$ cat config.mk
export PLATFORM = sky130hd
export DESIGN_NAME = traffic_light_ctrl_flat
export DESIGN_NICKNAME = d
export VERILOG_FILES = /design/src/rtl/tlc_pkg.sv /design/src/rtl/traffic_light_ctrl_if.sv /design/src/rtl/traffic_light_ctrl_prescaler.sv /design/src/rtl/traffic_light_ctrl.sv /design/src/flat_wrapper.sv
export SDC_FILE = /design/constraint.sdc
export NUM_CORES = 1
export LEC_CHECK = 0
export CAP_MARGIN = 15
export CORE_MARGIN = 8
export CORE_UTILIZATION = 25
export CTS_CLUSTER_SIZE = 40
export DETAILED_ROUTE_END_ITERATION = 12
export PLACE_DENSITY = 0.44
export SETUP_SLACK_MARGIN = 0.02
export SLEW_MARGIN = 15
export SYNTH_ARGS = -nofsm -noshare
export SYNTH_HDL_FRONTEND = slang
export SYNTH_SLANG_ARGS = --single-unit
$ cat constraint.sdc
create_clock -name clk -period 6.76 [get_ports clk]
set_clock_uncertainty 0.15 [all_clocks]
set_input_delay 0.676 -clock clk [delete_from_list [all_inputs] [get_ports clk]]
set_output_delay 0.676 -clock clk [all_outputs]
set_load 0.01 [all_outputs]
$ cat src/rtl/tlc_pkg.sv
// Shared types for the two-road traffic-light controller: phase codes and lamp patterns.
package tlc_pkg;

  typedef enum logic [2:0] {
    A_GRN = 3'd0,
    A_YEL = 3'd1,
    RED1  = 3'd2,
    B_GRN = 3'd3,
    B_YEL = 3'd4,
    RED2  = 3'd5,
    FLASH = 3'd6
  } phase_t;

  // Lamp order is {R,Y,G}
  localparam logic [2:0] L_RED = 3'b100;
  localparam logic [2:0] L_YEL = 3'b010;
  localparam logic [2:0] L_GRN = 3'b001;
  localparam logic [2:0] L_OFF = 3'b000;

endpackage

$ cat src/rtl/traffic_light_ctrl_if.sv
// Signal bundle between the intersection controller (master) and the signal heads / inputs (slave).
interface tlc_if;
  logic       night_i;
  logic       ped_req_i;
  logic [2:0] leds_a;
  logic [2:0] leds_b;
  logic       ped_walk_o;
  logic [2:0] phase_o;
  logic       tick_o;

  modport master (
    input  night_i, ped_req_i,
    output leds_a, leds_b, ped_walk_o, phase_o, tick_o
  );

  modport slave (
    output night_i, ped_req_i,
    input  leds_a, leds_b, ped_walk_o, phase_o, tick_o
  );
endinterface

$ cat src/rtl/traffic_light_ctrl_prescaler.sv
// Seconds prescaler: counts 0..CLK_DIV-1 and strobes tick on the last count.
module tlc_prescaler #(
  parameter int unsigned CLK_DIV = 50_000_000
) (
  input  logic clk,
  input  logic rst_n,
  output logic tick
);
  localparam int unsigned W = (CLK_DIV > 1) ? $clog2(CLK_DIV) : 1;
  localparam logic [W-1:0] MAX = W'(CLK_DIV - 1);

  logic [W-1:0] cnt;

  always_ff @(posedge clk or negedge rst_n) begin
    if (!rst_n)          cnt <= '0;
    else if (cnt == MAX) cnt <= '0;
    else                 cnt <= cnt + 1'b1;
  end

  // Gated by reset so the strobe is quiet while held, even when CLK_DIV=1.
  assign tick = rst_n && (cnt == MAX);
endmodule

$ cat src/rtl/traffic_light_ctrl.sv
// Two-road intersection controller: six timed phases plus night flashing-yellow.
// Optional pedestrian request (shortens road A green, lights walk during B green): define TLC_PED_EN.
module traffic_light_ctrl
  import tlc_pkg::*;
#(
  parameter int unsigned CLK_DIV  = 50_000_000,
  parameter int unsigned CNT_W    = 8,
  parameter int unsigned T_AGRN   = 5,
  parameter int unsigned T_AYEL   = 3,
  parameter int unsigned T_RED1   = 3,
  parameter int unsigned T_BGRN   = 10,
  parameter int unsigned T_BYEL   = 3,
  parameter int unsigned T_RED2   = 3,
  parameter int unsigned T_MINGRN = 2
) (
  input logic  clk,
  input logic  rst_n,
  tlc_if.master bus
);
  localparam logic [CNT_W-1:0] LAST_AGRN = CNT_W'(T_AGRN - 1);
  localparam logic [CNT_W-1:0] LAST_AYEL = CNT_W'(T_AYEL - 1);
  localparam logic [CNT_W-1:0] LAST_RED1 = CNT_W'(T_RED1 - 1);
  localparam logic [CNT_W-1:0] LAST_BGRN = CNT_W'(T_BGRN - 1);
  localparam logic [CNT_W-1:0] LAST_BYEL = CNT_W'(T_BYEL - 1);
  localparam logic [CNT_W-1:0] LAST_RED2 = CNT_W'(T_RED2 - 1);
  localparam logic [CNT_W-1:0] LAST_MIN  = CNT_W'(T_MINGRN - 1);

  logic             tick;
  phase_t           phase, phase_nx;
  logic [CNT_W-1:0] timer, timer_nx;
  logic             flash, flash_nx;
  logic             ped_cut;

  tlc_prescaler #(.CLK_DIV(CLK_DIV)) u_prescaler (
    .clk   (clk),
    .rst_n (rst_n),
    .tick  (tick)
  );

  always_ff @(posedge clk or negedge rst_n) begin
    if (!rst_n) begin
      phase <= RED2;
      timer <= '0;
      flash <= 1'b0;
    end else begin
      phase <= phase_nx;
      timer <= timer_nx;
      flash <= flash_nx;
    end
  end

  always_comb begin
    phase_nx = phase;
    timer_nx = timer;
    flash_nx = flash;
    if (tick) begin
      timer_nx = timer + 1'b1;
      case (phase)
        A_GRN: if (timer == LAST_AGRN || ped_cut) phase_nx = A_YEL;
        A_YEL: if (timer == LAST_AYEL) phase_nx = RED1;
        RED1:  if (timer == LAST_RED1) phase_nx = bus.night_i ? FLASH : B_GRN;
        B_GRN: if (timer == LAST_BGRN) phase_nx = B_YEL;
        B_YEL: if (timer == LAST_BYEL) phase_nx = RED2;
        RED2:  if (timer == LAST_RED2) phase_nx = bus.night_i ? FLASH : A_GRN;
        FLASH: begin
          // Timer is idle in FLASH; only the flash bit advances.
          timer_nx = timer;
          if (!bus.night_i) phase_nx = RED2;
          else              flash_nx = ~flash;
        end
        default: phase_nx = RED2;
      endcase
      if (phase_nx != phase) begin
        timer_nx = '0;
        flash_nx = 1'b0;
      end
    end
  end

`ifdef TLC_PED_EN
  logic ped_pend, ped_srv, ped_prev;
  logic b_entry, b_exit;

  assign b_entry = (phase_nx == B_GRN) && (phase != B_GRN);
  assign b_exit  = (phase == B_GRN) && (phase_nx != B_GRN);
  assign ped_cut = ped_pend && (timer >= LAST_MIN);

  always_ff @(posedge clk or negedge rst_n) begin
    if (!rst_n) begin
      ped_prev <= 1'b0;
      ped_pend <= 1'b0;
      ped_srv  <= 1'b0;
    end else begin
      ped_prev <= bus.ped_req_i;
      if (b_entry)     ped_srv <= ped_pend;
      else if (b_exit) ped_srv <= 1'b0;
      // A fresh press in the clearing cycle keeps the request pending.
      if (bus.ped_req_i && !ped_prev) ped_pend <= 1'b1;
      else if (b_entry)               ped_pend <= 1'b0;
    end
  end

  assign bus.ped_walk_o = ped_srv && (phase == B_GRN);
`else
  logic unused_ped;
  assign unused_ped     = bus.ped_req_i;
  assign ped_cut        = 1'b0;
  assign bus.ped_walk_o = 1'b0;
`endif

  always_comb begin
    bus.leds_a = L_RED;
    bus.leds_b = L_RED;
    case (phase)
      A_GRN: bus.leds_a = L_GRN;
      A_YEL: bus.leds_a = L_YEL;
      B_GRN: bus.leds_b = L_GRN;
      B_YEL: bus.leds_b = L_YEL;
      FLASH: begin
        bus.leds_a = flash ? L_YEL : L_OFF;
        bus.leds_b = flash ? L_YEL : L_OFF;
      end
      default: ;
    endcase
  end

  assign bus.phase_o = phase;
  assign bus.tick_o  = tick;
endmodule

$ cat src/flat_wrapper.sv
// flat-port wrapper written by rule: the top's interface ports become plain ports
module traffic_light_ctrl_flat import tlc_pkg::*;
#(
  parameter int unsigned CLK_DIV  = 50_000_000,
  parameter int unsigned CNT_W    = 8,
  parameter int unsigned T_AGRN   = 5,
  parameter int unsigned T_AYEL   = 3,
  parameter int unsigned T_RED1   = 3,
  parameter int unsigned T_BGRN   = 10,
  parameter int unsigned T_BYEL   = 3,
  parameter int unsigned T_RED2   = 3,
  parameter int unsigned T_MINGRN = 2
)
  (clk, rst_n, bus_night_i, bus_ped_req_i, bus_leds_a, bus_leds_b, bus_ped_walk_o, bus_phase_o, bus_tick_o);
  tlc_if bus_i ();
  input logic clk;
  input logic rst_n;
  input wire logic [$bits(bus_i.night_i)-1:0] bus_night_i;
  input wire logic [$bits(bus_i.ped_req_i)-1:0] bus_ped_req_i;
  output wire logic [$bits(bus_i.leds_a)-1:0] bus_leds_a;
  output wire logic [$bits(bus_i.leds_b)-1:0] bus_leds_b;
  output wire logic [$bits(bus_i.ped_walk_o)-1:0] bus_ped_walk_o;
  output wire logic [$bits(bus_i.phase_o)-1:0] bus_phase_o;
  output wire logic [$bits(bus_i.tick_o)-1:0] bus_tick_o;
  assign bus_i.night_i = bus_night_i;
  assign bus_i.ped_req_i = bus_ped_req_i;
  assign bus_leds_a = bus_i.leds_a;
  assign bus_leds_b = bus_i.leds_b;
  assign bus_ped_walk_o = bus_i.ped_walk_o;
  assign bus_phase_o = bus_i.phase_o;
  assign bus_tick_o = bus_i.tick_o;
  traffic_light_ctrl #(.CLK_DIV(CLK_DIV), .CNT_W(CNT_W), .T_AGRN(T_AGRN), .T_AYEL(T_AYEL), .T_RED1(T_RED1), .T_BGRN(T_BGRN), .T_BYEL(T_BYEL), .T_RED2(T_RED2), .T_MINGRN(T_MINGRN)) u_core (.clk(clk), .rst_n(rst_n), .bus(bus_i));
endmodule
# Word-level counts from Yosys, hierarchy flattened

Cells that the tools add are included.

Flip-flop bits (word level): 38
Output and inout bits: 11

Add/sub/neg operators: 2
Reductions and logical operators: 6
Bitwise operators: 1
Eq/ne operators: 12
Muxes and demuxes: 20

Operators by type and width:

| operator                                      | count |
|---|---|
| two-way mux 3 bit                             | 10 |
| adder 26 x 1 -> 26 bit, second input constant | 1 |
| == test 26 bit, second input constant         | 1 |
| two-way mux 26 bit                            | 1 |
| one-hot mux 3 bit (7 select lines)            | 1 |
| one-hot mux 3 bit (3 select lines)            | 2 |
| two-way mux 8 bit                             | 2 |
| == test 3 bit, second input constant          | 3 |
| adder 8 x 1 -> 8 bit, second input constant   | 1 |
| == test 8 x 2 -> 1 bit, second input constant | 1 |
| == test 8 x 3 -> 1 bit, second input constant | 1 |
| == test 8 x 4 -> 1 bit, second input constant | 1 |
| == test 3 x 2 -> 1 bit, second input constant | 2 |
| nonzero test 2 bit                            | 2 |
| == test 3 x 1 -> 1 bit, second input constant | 1 |
| zero test 3 bit                               | 1 |
| two-way mux 1 bit                             | 3 |
| != test 3 bit                                 | 1 |
| AND reduction 3 bit                           | 1 |
| two-way mux 2 bit                             | 1 |
| != test 2 x 1 -> 1 bit, second input constant | 1 |
| AND reduction 2 bit                           | 1 |
| logical AND 1 bit                             | 1 |
| inverter 1 bit                                | 1 |

# Longest topological paths before layout

Depth in word-level cells: 7
Mapped depth: 9

# Modules after synthesis

From an unflattened synthesis, not the netlist that was laid out.

Cells, all modules: 251
Area total of the unflattened synthesis: 2307.2 sq um

By module, submodules not included:

| module             | area an instance (sq um) | cells an instance | instances |
|---|---|---|---|
| tlc_prescaler      | 1321.3                   | 129               | 1 |
| traffic_light_ctrl | 985.9                    | 122               | 1 |

# Worst setup path after synthesis

No wires, ideal clock.

Path kind: reg2reg
From: reg u_core.timer[0]
To: reg u_core.timer[5]
Arrival: 2.087 ns
Cell stages (with the launch flop): 9
Setup slack: 4.423 ns
Required time: 6.509 ns
Cell sequence: dfrtp_1 inv_1 ha_1 or3b_2 o21ai_2 a21oi_2 nor4b_4 o21ai_4 o311ai_2

Word-level cells in the longest chain between the ends: 7

Ends and longest elaborated chain:

| what                                                 | RTL line                 | source |
|---|---|---|
| start, declared                                      | traffic_light_ctrl.sv:30 | `logic [CNT_W-1:0] timer, timer_nx;` |
| start signal, assigned                               | traffic_light_ctrl.sv:47 | `timer <= timer_nx;` |
| == test 8 x 2 -> 1 bit, or another cell as far along | --                       |  |
| two-way mux 3 bit, or another cell as far along      | traffic_light_ctrl.sv:64 | `RED2: if (timer == LAST_RED2) phase_nx = bus.night_i ? FLASH : A_GRN;` |
| one-hot mux 3 bit (7 select lines)                   | traffic_light_ctrl.sv:58 | `case (phase)` |
| two-way mux 3 bit                                    | traffic_light_ctrl.sv:56 | `if (tick) begin` |
| != test 3 bit                                        | traffic_light_ctrl.sv:73 | `if (phase_nx != phase) begin` |
| != test 2 x 1 -> 1 bit (no line)                     | --                       |  |
| AND reduction 2 bit (no line)                        | --                       |  |

Several ways; a longest one is shown, not always the timed one. The select of a mux whose other input is x is not followed.
A chain may end at the register's enable or synchronous reset.

# Final worst setup path

From: reg u_core.u_prescaler.cnt[16]
To: out bus_tick_o

Word-level cells in the longest chain between the ends: 2

Ends and longest elaborated chain:

| what                   | RTL line                           | source |
|---|---|---|
| start, declared        | traffic_light_ctrl_prescaler.sv:12 | `logic [W-1:0] cnt;` |
| start signal, assigned | traffic_light_ctrl_prescaler.sv:17 | `else cnt <= cnt + 1'b1;` |
| == test 26 bit         | traffic_light_ctrl_prescaler.sv:21 | `assign tick = rst_n && (cnt == MAX);` |
| logical AND 1 bit      | traffic_light_ctrl_prescaler.sv:21 |  |
| end, declared          | flat_wrapper.sv:24                 | `output wire logic [$bits(bus_i.tick_o)-1:0] bus_tick_o;` |

Every way passes these cells.

==> impl_metrics.yaml <==
status:
  status: "finished clean"
routing:
  m1WireLength_um: 2600
  drcViolationCount: 0
  drt_iter0_drc: 86
  totalWireLength_um: 5030
  drtPass1Iterations: 4
  wl_met2_um: 2180
  top_layer: "met4"
  antenna_left: 0
  route.met3.wl_um: 200
  vias_per_cell: 4.89
  wire_per_inst_um: 14.0
  num_vias: 1759
die:
  die_h_um: 111
  die_w_um: 111
  dieArea_mm2: 0.0124
  ioPinCount: 15
  start_util_pct: 25.9
  core-area_mm2: 0.00876
  placementRows: 34
global_route:
  antenna_found_initial: 0
  grt_max_degree: 40
  grt_pass1_wl_um: 8820
  first_global_vias: 1732
  grt_use_total_pct: 8.45
  grt_overflow: 0
timing:
  hold_viol: 0
  tns_ns: 0
  worst_pin_slew_ns: 0.941
  fmax_ghz: 0.278
  final.min_clock_period_ns: 3.59
  setup_violations: 0
  rsz0062_at_grt: "no"
  timing.hold.ws_ns: 0.361
  fin_ws_ns: 3.17
  finalCritPeriodShare_pct: 53.1
  drv_slew: 0
  relSlewSlack_pct: 37.2
yosys:
  yosys_most_used_dff: "dfrtp_1"
  async_reset_ff_share_pct: 100
  synth_warnings: 0
  synth_top_cell_area_share_pct: 39.7
  synthTopCellsByCount: "dfrtp_1, nor2_1, nand3_1"
  syn-cell-area_mm2: 0.00227
  synth_top_area_cell: "dfrtp_1"
  synth-seq-area-share_pct: 42.0
  synth.most_common_cell: "dfrtp_1"
  synth_cell_types: 59
  synth_nets: 246
  syn_avg_cell_area_um2: 9.57
  synth_edf_count: 0
  yosys_register_bits: 38
  synth_cells: 237
  synth_area_leaders: "dfrtp_1, xor2_1, nor2_1"
cts:
  postCtsSetupBuffers: 0
  path_clk_slew_ns: 0.08
  post_cts_resized: 0
  cts_root_buf: "clkbuf_8"
  cts_sinks: 38
  clockBufferDepth: 2
  numCtsBuffers: 5
  hold_buffers: 0
  worstSkewPairLatency_ns: 0.29
  h-tree-depth: 2
  cts_tree: "built"
power:
  p_leak_nw: 1.12
  peakVddDrop_v: 0.0000578
  p_per_area_mw_per_mm2: 155
cells_and_area:
  diodes: 0
  multi_input_area_mm2: 0.00125
  regArea_um2: 953
  fill_cells: 921
  nNetsFinal: 260
  final_cells: 360
  area_delta_synth_final_pct: 14.3
  final_util_pct: 29.6
  drive_above_1_share_pct: 11.9
setup_path:
  slowest_stage: "nor3_4"
  crit_chain: "nor4b_1 > nand3_1 > nor3_4 > nand2_4 > clkinv_4 > clkdlybuf4s50_1"
  startpoint_type: "flip-flop"
  required_ns: 5.93
  crit_arrival_ns: 2.77
  cp_max_fo: 17
  crit_path_end_kind: "output pin"
  path_class: "reg -> out"
  critical-path-max-stage-delay_ns: 0.68
placement:
  port_buffers: 12
  gp_congestion: 0.756
  place_ws_ns: 3.46
  placed_cells: 352
  dp_hpwl_um: 3480
flow_run:
  cap_violations: 0
hold_path:
  min_path_type: "reg -> reg"
cells by family after synthesis:
family	count (synthesis)	synth area share (%)
simple gates	122	31.7
fa+ha+maj	5	2.76
flops	38	42.0
buf+inv	14	2.76
mux	1	0.496
other cells	1	0.165
xor+xnor	22	8.49
compound gates	34	11.6
power by group:
part	leakage (nW)	internal, mW	switching (mW)
combinational	0.594	0.000970	0.00579
sequential	0.483	0.227	0
clock	0.0472	0.0821	0.0865
cell type report:
class | instances | area share, %
multi-input combinational | 185 | 48.3
sequential | 38 | 36.8
tap | 108 | 5.21
timing repair buffer | 13 | 4.73
clock buffer | 6 | 3.18
inverter | 8 | 1.35
clock inverter | 2 | 0.482
worst paths after layout:
check	startpoint	to	slack, ns	cells past startpoint
max in group asynchronous	rst_n	u_core.u_prescaler.cnt[4]	5.50	1
hold / removal	u_core.u_prescaler.cnt[24]	u_core.u_prescaler.cnt[24]	0.36	1
hold reg to reg	u_core.u_prescaler.cnt[24]	u_core.u_prescaler.cnt[24]	0.36	1
setup reg to reg	u_core.u_prescaler.cnt[16]	u_core.timer[4]	3.91	8
min in group asynchronous	rst_n	u_core.bus.phase_o[1]	0.37	1
setup / recovery	u_core.u_prescaler.cnt[16]	bus_tick_o	3.17	6
cell usage in the layout (no fill, tap or decap), types with 3 or more instances in the layout:
master and n:
nor4_1 4, xor2_1 14, nand2_1 17, xnor2_1 8
o2111ai_1 4, nor3_1 4, nand4_1 4, ha_1 5
o21a_1 3, inv_1 7, nor2_1 29, clkbuf_8 6
clkdlybuf4s50_1 11, and3_1 8, nand3_1 21, dfrtp_1 36
o21ai_0 7, nand4b_1 3, o211ai_1 3, nor2b_1 3
nand2b_1 4
per-stage QoR:
step / total power [mW] / cell area, um^2
2_1_floorplan: 0.233 / 2270
3_3_place_gp: 0.239 / 2500
3_5_place_dp: 0.239 / 2500
4_1_cts: 0.413 / 2590
5_1_grt: 0.421 / 2590
6_report: 0.403 / 2590
routing by layer:
| metal | GRT usage (%) | up-vias |
|---|---|---|
| li1 | - | 879 |
| met1 | 11.4 | 850 |
| met2 | 12.2 | 24 |
| met3 | 2.87 | 6 |
| met4 | 2.67 | 0 |
| met5 | 0 | - |
worst max-delay path: cells and delay by family (launching register included):
kind / cells / cell delay (ns)
DFF: 1 / 0.42
and+or+nand+nor: 4 / 1.38
buffers and inverters: 2 / 0.67
sequential cells by signal, indices dropped and copies added (netlist names):
signal                  cells
u_core.bus.phase_o          3
u_core.u_prescaler.cnt     26
u_core.flash                1
u_core.timer                8
No activity file was read; power rests on OpenSTA's default activity.
